## config.mk

```make
export PLATFORM = sky130hd
export DESIGN_NAME = rice_bus_arbiter
export DESIGN_NICKNAME = d
export VERILOG_FILES = /design/src/rtl/rice_bus_pkg.sv /design/src/rtl/rice_bus_arbiter_fifo.sv /design/src/rtl/rice_bus_arbiter.sv
export SDC_FILE = /design/constraint.sdc
export NUM_CORES = 1
export LEC_CHECK = 0
export CAP_MARGIN = 20
export CORE_AREA = 3 3 110 112
export DETAILED_ROUTE_END_ITERATION = 8
export DIE_AREA = 0 0 113 115
export GPL_ROUTABILITY_DRIVEN = 0
export RECOVER_POWER = 100
export SKIP_CTS_REPAIR_TIMING = 1
export SYNTH_ARGS = -nofsm -noshare
export SYNTH_HDL_FRONTEND = slang
export SYNTH_SLANG_ARGS = --single-unit
```

## constraint.sdc

```tcl
create_clock -name i_clk -period 1.77 [get_ports i_clk]
set_input_delay 0.354 -clock i_clk [delete_from_list [all_inputs] [get_ports i_clk]]
set_output_delay 0.354 -clock i_clk [all_outputs]
set_load 0.02 [all_outputs]
```

## src/rtl/rice_bus_pkg.sv

```systemverilog
// rice_bus_pkg
// Shared types and defaults for the rice bus arbiter slice.
// Contents:
//   RICE_BUS_* localparams   default geometry used by the arbiter parameters
//   rice_bus_master_id       requester index, $clog2(masters) bits (minimum 1)
//   rice_bus_access          one request: address, write flag, strobes, write data
//   nextMaster()             round-robin successor of a master index
package rice_bus_pkg;

  localparam int RICE_BUS_ADDRESS_WIDTH   = 32;
  localparam int RICE_BUS_DATA_WIDTH      = 32;
  localparam int RICE_BUS_STROBE_WIDTH    = RICE_BUS_DATA_WIDTH / 8;
  localparam int RICE_BUS_MASTERS         = 2;
  localparam int RICE_BUS_MAX_OUTSTANDING = 2;
  localparam int RICE_BUS_ID_WIDTH        = (RICE_BUS_MASTERS > 1) ? $clog2(RICE_BUS_MASTERS) : 1;

  typedef logic [RICE_BUS_ID_WIDTH-1:0] rice_bus_master_id;

  typedef struct packed {
    logic [RICE_BUS_ADDRESS_WIDTH-1:0] address;
    logic                              write;
    logic [RICE_BUS_STROBE_WIDTH-1:0]  strobe;
    logic [RICE_BUS_DATA_WIDTH-1:0]    write_data;
  } rice_bus_access;

  // The successor wraps explicitly so non-power-of-two master counts work.
  function automatic rice_bus_master_id nextMaster(input rice_bus_master_id id);
    if (int'(id) == RICE_BUS_MASTERS - 1) begin
      return '0;
    end
    return id + rice_bus_master_id'(1);
  endfunction

endpackage

```

## src/rtl/rice_bus_arbiter_fifo.sv

```systemverilog
// rice_bus_arbiter_fifo
// Remembers which master issued each accepted-but-unanswered transaction, in order.
// Ports:
//   i_clk, i_rst          clock, asynchronous active-high reset (empties the FIFO)
//   i_push, i_push_id     record a newly accepted transaction's master
//   i_pop                 retire the oldest entry (ignored while empty)
//   o_head_id             master of the oldest outstanding transaction
//   o_empty, o_full       occupancy flags
module rice_bus_arbiter_fifo
  import rice_bus_pkg::*;
#(
  parameter int DEPTH = RICE_BUS_MAX_OUTSTANDING
) (
  input  logic              i_clk,
  input  logic              i_rst,
  input  logic              i_push,
  input  rice_bus_master_id i_push_id,
  input  logic              i_pop,
  output rice_bus_master_id o_head_id,
  output logic              o_empty,
  output logic              o_full
);

  localparam int COUNT_WIDTH = $clog2(DEPTH + 1);
  localparam int PTR_WIDTH   = (DEPTH > 1) ? $clog2(DEPTH) : 1;

  logic [COUNT_WIDTH-1:0] count_q, count_d;
  logic [PTR_WIDTH-1:0]   head_q, head_d, tail_q, tail_d;
  rice_bus_master_id      mem_q [DEPTH];
  logic                   doPush, doPop;

  // Pointers wrap modulo DEPTH rather than modulo 2**PTR_WIDTH.
  function automatic logic [PTR_WIDTH-1:0] wrapInc(input logic [PTR_WIDTH-1:0] ptr);
    if (ptr == PTR_WIDTH'(DEPTH - 1)) begin
      return '0;
    end
    return ptr + PTR_WIDTH'(1);
  endfunction

  assign o_empty   = (count_q == '0);
  assign o_full    = (count_q == COUNT_WIDTH'(DEPTH));
  assign o_head_id = mem_q[head_q];

  // A pop on an empty FIFO is a stray response and must leave no trace.
  always_comb begin
    doPush  = i_push && !o_full;
    doPop   = i_pop && !o_empty;
    count_d = count_q;
    head_d  = head_q;
    tail_d  = tail_q;
    if (doPush) begin
      tail_d = wrapInc(tail_q);
    end
    if (doPop) begin
      head_d = wrapInc(head_q);
    end
    if (doPush && !doPop) begin
      count_d = count_q + COUNT_WIDTH'(1);
    end else if (doPop && !doPush) begin
      count_d = count_q - COUNT_WIDTH'(1);
    end
  end

  always_ff @(posedge i_clk or posedge i_rst) begin
    if (i_rst) begin
      count_q <= '0;
      head_q  <= '0;
      tail_q  <= '0;
      for (int i = 0; i < DEPTH; i++) begin
        mem_q[i] <= '0;
      end
    end else begin
      count_q <= count_d;
      head_q  <= head_d;
      tail_q  <= tail_d;
      if (doPush) begin
        mem_q[tail_q] <= i_push_id;
      end
    end
  end

endmodule

```

## src/rtl/rice_bus_arbiter.sv

```systemverilog
// rice_bus_arbiter
// Shares one memory bus between the fetch (master 0) and load/store (master 1)
// requesters, holds a grant until the slave accepts it and routes in-order
// responses back to the issuing master.
// Configuration macro: RICE_BUS_ARBITER_ROUND_ROBIN_EN
//   defined     round-robin, search starts at a pointer that moves past each winner
//   undefined   fixed priority, highest master index wins
// Ports:
//   i_clk, i_rst                         clock, asynchronous active-high reset
//   i_m_valid/o_m_ready                  per-master request handshake
//   i_m_address/write/strobe/write_data  per-master request fields, flattened
//   o_m_response                         per-master response strobe
//   o_m_read_data, o_m_error             shared response payload
//   o_s_valid/i_s_ready                  slave request handshake
//   o_s_address/write/strobe/write_data  request fields of the current winner
//   i_s_response/read_data/error         in-order slave response
module rice_bus_arbiter
  import rice_bus_pkg::*;
#(
  parameter int ADDRESS_WIDTH   = RICE_BUS_ADDRESS_WIDTH,
  parameter int DATA_WIDTH      = RICE_BUS_DATA_WIDTH,
  parameter int MASTERS         = RICE_BUS_MASTERS,
  parameter int MAX_OUTSTANDING = RICE_BUS_MAX_OUTSTANDING
) (
  input  logic                              i_clk,
  input  logic                              i_rst,
  input  logic [MASTERS-1:0]                i_m_valid,
  output logic [MASTERS-1:0]                o_m_ready,
  input  logic [MASTERS*ADDRESS_WIDTH-1:0]  i_m_address,
  input  logic [MASTERS-1:0]                i_m_write,
  input  logic [MASTERS*DATA_WIDTH/8-1:0]   i_m_strobe,
  input  logic [MASTERS*DATA_WIDTH-1:0]     i_m_write_data,
  output logic [MASTERS-1:0]                o_m_response,
  output logic [DATA_WIDTH-1:0]             o_m_read_data,
  output logic                              o_m_error,
  output logic                              o_s_valid,
  input  logic                              i_s_ready,
  output logic [ADDRESS_WIDTH-1:0]          o_s_address,
  output logic                              o_s_write,
  output logic [DATA_WIDTH/8-1:0]           o_s_strobe,
  output logic [DATA_WIDTH-1:0]             o_s_write_data,
  input  logic                              i_s_response,
  input  logic [DATA_WIDTH-1:0]             i_s_read_data,
  input  logic                              i_s_error
);

  localparam int STROBE_WIDTH = DATA_WIDTH / 8;

  logic              lock_q, lock_d;
  rice_bus_master_id grant_q, grant_d;
`ifdef RICE_BUS_ARBITER_ROUND_ROBIN_EN
  rice_bus_master_id rr_q, rr_d;
`endif
  rice_bus_master_id winner, headId;
  rice_bus_access    access;
  logic              fifoFull, fifoEmpty, sValid, transfer, pop;

  // While locked the registered grant wins; otherwise the priority rule picks.
  always_comb begin
    winner = '0;
    if (lock_q) begin
      winner = grant_q;
    end else begin
`ifdef RICE_BUS_ARBITER_ROUND_ROBIN_EN
      // Scanning offsets downwards lets the smallest offset from the pointer win.
      for (int off = MASTERS - 1; off >= 0; off--) begin
        if (i_m_valid[(int'(rr_q) + off) % MASTERS]) begin
          winner = rice_bus_master_id'((int'(rr_q) + off) % MASTERS);
        end
      end
`else
      for (int i = 0; i < MASTERS; i++) begin
        if (i_m_valid[i]) begin
          winner = rice_bus_master_id'(i);
        end
      end
`endif
    end
  end

  // A full response FIFO blocks requests even if a response retires this cycle,
  // keeping the push path independent of the response input.
  assign sValid   = !i_rst && !fifoFull && (lock_q || (|i_m_valid));
  assign transfer = sValid && i_s_ready;
  assign pop      = !i_rst && i_s_response && !fifoEmpty;

  always_comb begin
    access.address    = i_m_address[int'(winner)*ADDRESS_WIDTH +: ADDRESS_WIDTH];
    access.write      = i_m_write[winner];
    access.strobe     = i_m_strobe[int'(winner)*STROBE_WIDTH +: STROBE_WIDTH];
    access.write_data = i_m_write_data[int'(winner)*DATA_WIDTH +: DATA_WIDTH];
  end

  // Outputs are forced to zero whenever no request or response is live.
  always_comb begin
    o_s_valid      = sValid;
    o_s_address    = sValid ? access.address : '0;
    o_s_write      = sValid && access.write;
    o_s_strobe     = sValid ? access.strobe : '0;
    o_s_write_data = sValid ? access.write_data : '0;
    o_m_ready      = '0;
    if (transfer) begin
      o_m_ready[winner] = 1'b1;
    end
    o_m_response = '0;
    if (pop) begin
      o_m_response[headId] = 1'b1;
    end
    o_m_read_data = pop ? i_s_read_data : '0;
    o_m_error     = pop && i_s_error;
  end

  // A request left waiting freezes the grant until the slave takes it.
  always_comb begin
    lock_d  = lock_q;
    grant_d = grant_q;
    if (transfer) begin
      lock_d = 1'b0;
    end else if (sValid) begin
      lock_d  = 1'b1;
      grant_d = winner;
    end
  end

`ifdef RICE_BUS_ARBITER_ROUND_ROBIN_EN
  always_comb begin
    rr_d = rr_q;
    if (transfer) begin
      rr_d = nextMaster(winner);
    end
  end

  always_ff @(posedge i_clk or posedge i_rst) begin
    if (i_rst) begin
      rr_q <= '0;
    end else begin
      rr_q <= rr_d;
    end
  end
`endif

  always_ff @(posedge i_clk or posedge i_rst) begin
    if (i_rst) begin
      lock_q  <= 1'b0;
      grant_q <= '0;
    end else begin
      lock_q  <= lock_d;
      grant_q <= grant_d;
    end
  end

  rice_bus_arbiter_fifo #(
    .DEPTH(MAX_OUTSTANDING)
  ) u_fifo (
    .i_clk    (i_clk),
    .i_rst    (i_rst),
    .i_push   (transfer),
    .i_push_id(winner),
    .i_pop    (pop),
    .o_head_id(headId),
    .o_empty  (fifoEmpty),
    .o_full   (fifoFull)
  );

endmodule
```

==> summary.md <==
| Metric | Value |
|---|---|
| Num CTS Buffers | 3 |
| Slew Viols, Final | 0 |
| GRT Util Overall | 14.4% |
| Die height | 115 µm |
| Gate Count Post-Synth | 306 |
| Yosys reg bits | 8 |
| Boundary pin count | 284 |
| Vias in the first global route | 3,120 |
| Vias | 3,288 |
| Endpoints failing setup | 109 |
| Worst slew margin | 68.0% |
| Die area | 13,000 µm² |
| Total wire length | 12,800 µm |
| Hold Crit Start | u_fifo.mem_q[0] |
| Crit Reg-Reg Endpoint | u_fifo.count_q[1] |
| Delay-heaviest family, CP | simple AND/OR/NAND/NOR gates |
| Post-DP HPWL | 8430 µm |
| Global routing usage on met1 | 16.7% |
| Seq/Total Area, Yosys | 10.3% |
| # diodes | 0 |
| Initial antenna violation count | 0 |
| Min Tclk post-route | 2.10 ns |
| Synth top area share | 31.1% |
| Drt drc | 0 |
| RSZ-0062 raised after global routing | true |
| Setup TNS | -24.05 ns |
| Fin cells | 747 |
| CP Launch Type | flop |
| WL per Instance | 17.1 µm |
| Synth cell types | 26 |
| Net Count, Synth | 484 |
| Worst Path Arrival | 1.75 ns |
| Worst min-delay path class | flop to flop |
| Hold path cells | 1 |
| Slowest stage cell, crit path | or3_4 |
| Max clock buf depth | 2 |
| Largest net degree at the start of global routing | 45 |
| Num rows | 39 |
| Async SR Flop Fraction | 100% |
| Layout cells sized above 1 | 44.4% |
| Area leader, netlist | a21oi_2 |
| CP Capture Type | output port |
| GRT overflow | 0 |
| Number of port buffers | 283 |
| Final WS setup | -0.333 ns |
| First-pass GRT wire length | 15,600 µm |
| Worst Clk Skew | 0.000346 ns |
| Syn avg cell area | 6.35 µm² |
| Max-cap check violation count | 0 |
| Status | finished, violations left |
| First-pass detailed-route iteration total | 4 |
| GRT met3 Usage | 4.05% |
| Register-to-Register Setup Slack | 0.05 ns |
| Pleak | 2.46 nW |
| Reg-to-reg critical path startpoint | u_fifo.count_q[1] |
| CP Cell Sequence | nor3_4 -> or3_4 -> clkbuf_16 -> a21oi_2 -> buf_2 |
| Clock slew at reported path FFs | 0.04 ns |
| Placed cells | 724 |
| Synth-to-Final Area Change | 195% |
| Number of fillers in the final layout | 1,061 |
| Critical Path RT | 1.42 ns |
| Vias/cell | 4.40 |
| Power Dens Cells | 1040 nW/µm² |
| Reg2reg path depth | 7 |
| Post-layout util | 50.7% |
| Initial drt markers | 119 |
| Failing checks | setup timing |
| Post-layout net count | 784 |
| Crit-path max FO | 20 |
| Clock root buffer | clkbuf_16 |
| Slew at the pin closest to its max-slew limit | 0.481 ns |
| Post-synth EDFFs | 0 |
| CTS tree | yes |
| Starting Density | 17.2% |
| Post-DRT Antenna Nets | 0 |
| Max Clock Freq | 475 MHz |
| Netlist Area Pre-Place | 1940 µm² |
| CTS sink cnt | 8 |
| Clock Latency Late Sink | 0.23 ns |
| Synth warn | 0 |
| Pwr Total | 5.99 mW |
| Slowest cell delay on critical path | 0.48 ns |
| Main synth FF type | dfrtp_1 |
| Crit path buffers/inverters | 2 |
| Core Area | 11,300 µm² |
| Tcrit/Tclk final | 119% |
| Worst VDD drop | 0.000541 V |
| Crit path kind | flop to output port |
| Die Wd | 113 µm |
| Met2 GRT Util | 27.1% |
| H-tree levels | 1 |
| Final Hold Viols | 0 |
| WHS Endpoint | u_fifo.mem_q[0] |
| GRT busiest layer | met2 |
| Synth area leaders | a21oi_2 31%, nand2_1 27%, and2_1 11% |
final cells by class:
| class | count | area [µm²] | share of cell area (%) |
|---|---|---|---|
| clock buffers | 3 | 75.1 | 1.31 |
| inverters | 3 | 11.3 | 0.196 |
| multi-input cells | 268 | 1840 | 32.1 |
| flip-flops and latches | 8 | 201 | 3.51 |
| well taps | 143 | 179 | 3.12 |
| repair buffers | 322 | 3430 | 59.8 |
stage by stage:
| step | hold WS, ns | cell area [µm²] | worst slack [ns] |
|---|---|---|---|
| 4_1_cts | 0.504 | 5100 | -0.975 |
| 3_3_place_gp | 0.479 | 5030 | -0.956 |
| 6_report | 0.509 | 5730 | -0.333 |
| 2_1_floorplan | 0.178 | 1950 | -0.0638 |
| 5_1_grt | 0.519 | 5730 | -0.387 |
| 3_5_place_dp | 0.496 | 5030 | -0.976 |
registers in the layout, indices dropped and copies added (netlist names):
name and cells:
grant_q 1, u_fifo.mem_q 2, u_fifo.tail_q 1, u_fifo.count_q 2, u_fifo.head_q 1, lock_q 1
synthesized netlist by cell type (2+ instances only):
cell type,instances
a21oi_2,69
and2_1,34
buf_2,9
buf_6,8
clkbuf_1,10
dfrtp_1,8
inv_1,3
mux2_2,3
nand2_1,138
nor2_1,2
nor4_1,3
o21ai_0,2
xnor2_1,2
xor2_1,3
placed cells by master (no fill, tap or decap), drive strengths merged, types with 2 or more instances in the layout:
cell type / n
dlymetal6s2s: 3
clkdlybuf4s50: 171
nor3: 2
inv: 3
xnor2: 2
mux2: 3
nor4: 3
nand2: 138
clkbuf: 19
mux2i: 2
and2: 34
nor2: 2
o21ai: 2
xor2: 3
a21oi: 69
dfrtp: 8
buf: 130
worst register-to-register path, cell delays in order, from the launching register on:
cell and delay, ns:
dfrtp_1 0.36, buf_4 0.14, o211a_4 0.31, inv_2 0.10, clkbuf_1 0.15, ha_2 0.31
nor2_2 0.12, xor2_1 0.15
kinds of logic after synthesis:
| logic type | count (synthesis) | synth area share [%] |
|---|---|---|
| simple gates | 183 | 41.1 |
| compound gates | 74 | 33.2 |
| buf+inv | 30 | 9.47 |
| flops | 8 | 10.3 |
| xor+xnor | 5 | 2.25 |
| mux | 5 | 2.96 |
| fa+ha+maj | 1 | 0.644 |
power by group:
group	total (mW)	switching, mW	internal [mW]
clock	0.375	0.0843	0.291
combinational	5.24	2.70	2.54
sequential	0.372	0.0917	0.280
total	5.99	2.88	3.11
worst max path at each step:
stage                         end  slack (ns)         startpoint  depth (start not counted)
2_1_floorplan      o_s_address[0]       -0.06  u_fifo.count_q[1]                          6
3_3_place_gp   o_s_write_data[17]       -0.96       i_m_valid[1]                          6
3_5_place_dp   o_s_write_data[17]       -0.98       i_m_valid[1]                          6
4_1_cts        o_s_write_data[17]       -0.97       i_m_valid[1]                          6
5_1_grt        o_s_write_data[16]       -0.39             lock_q                          5
6_report       o_s_write_data[16]       -0.33             lock_q                          5
routing by layer:
| layer | up-vias | share of wire [%] |
|---|---|---|
| li1 | 1594 | - |
| met1 | 1511 | 38 |
| met2 | 177 | 53 |
| met3 | 6 | 8.0 |
| met4 | 0 | 0.45 |
| met5 | - | 0 |
No activity file was read; power rests on OpenSTA's default activity.
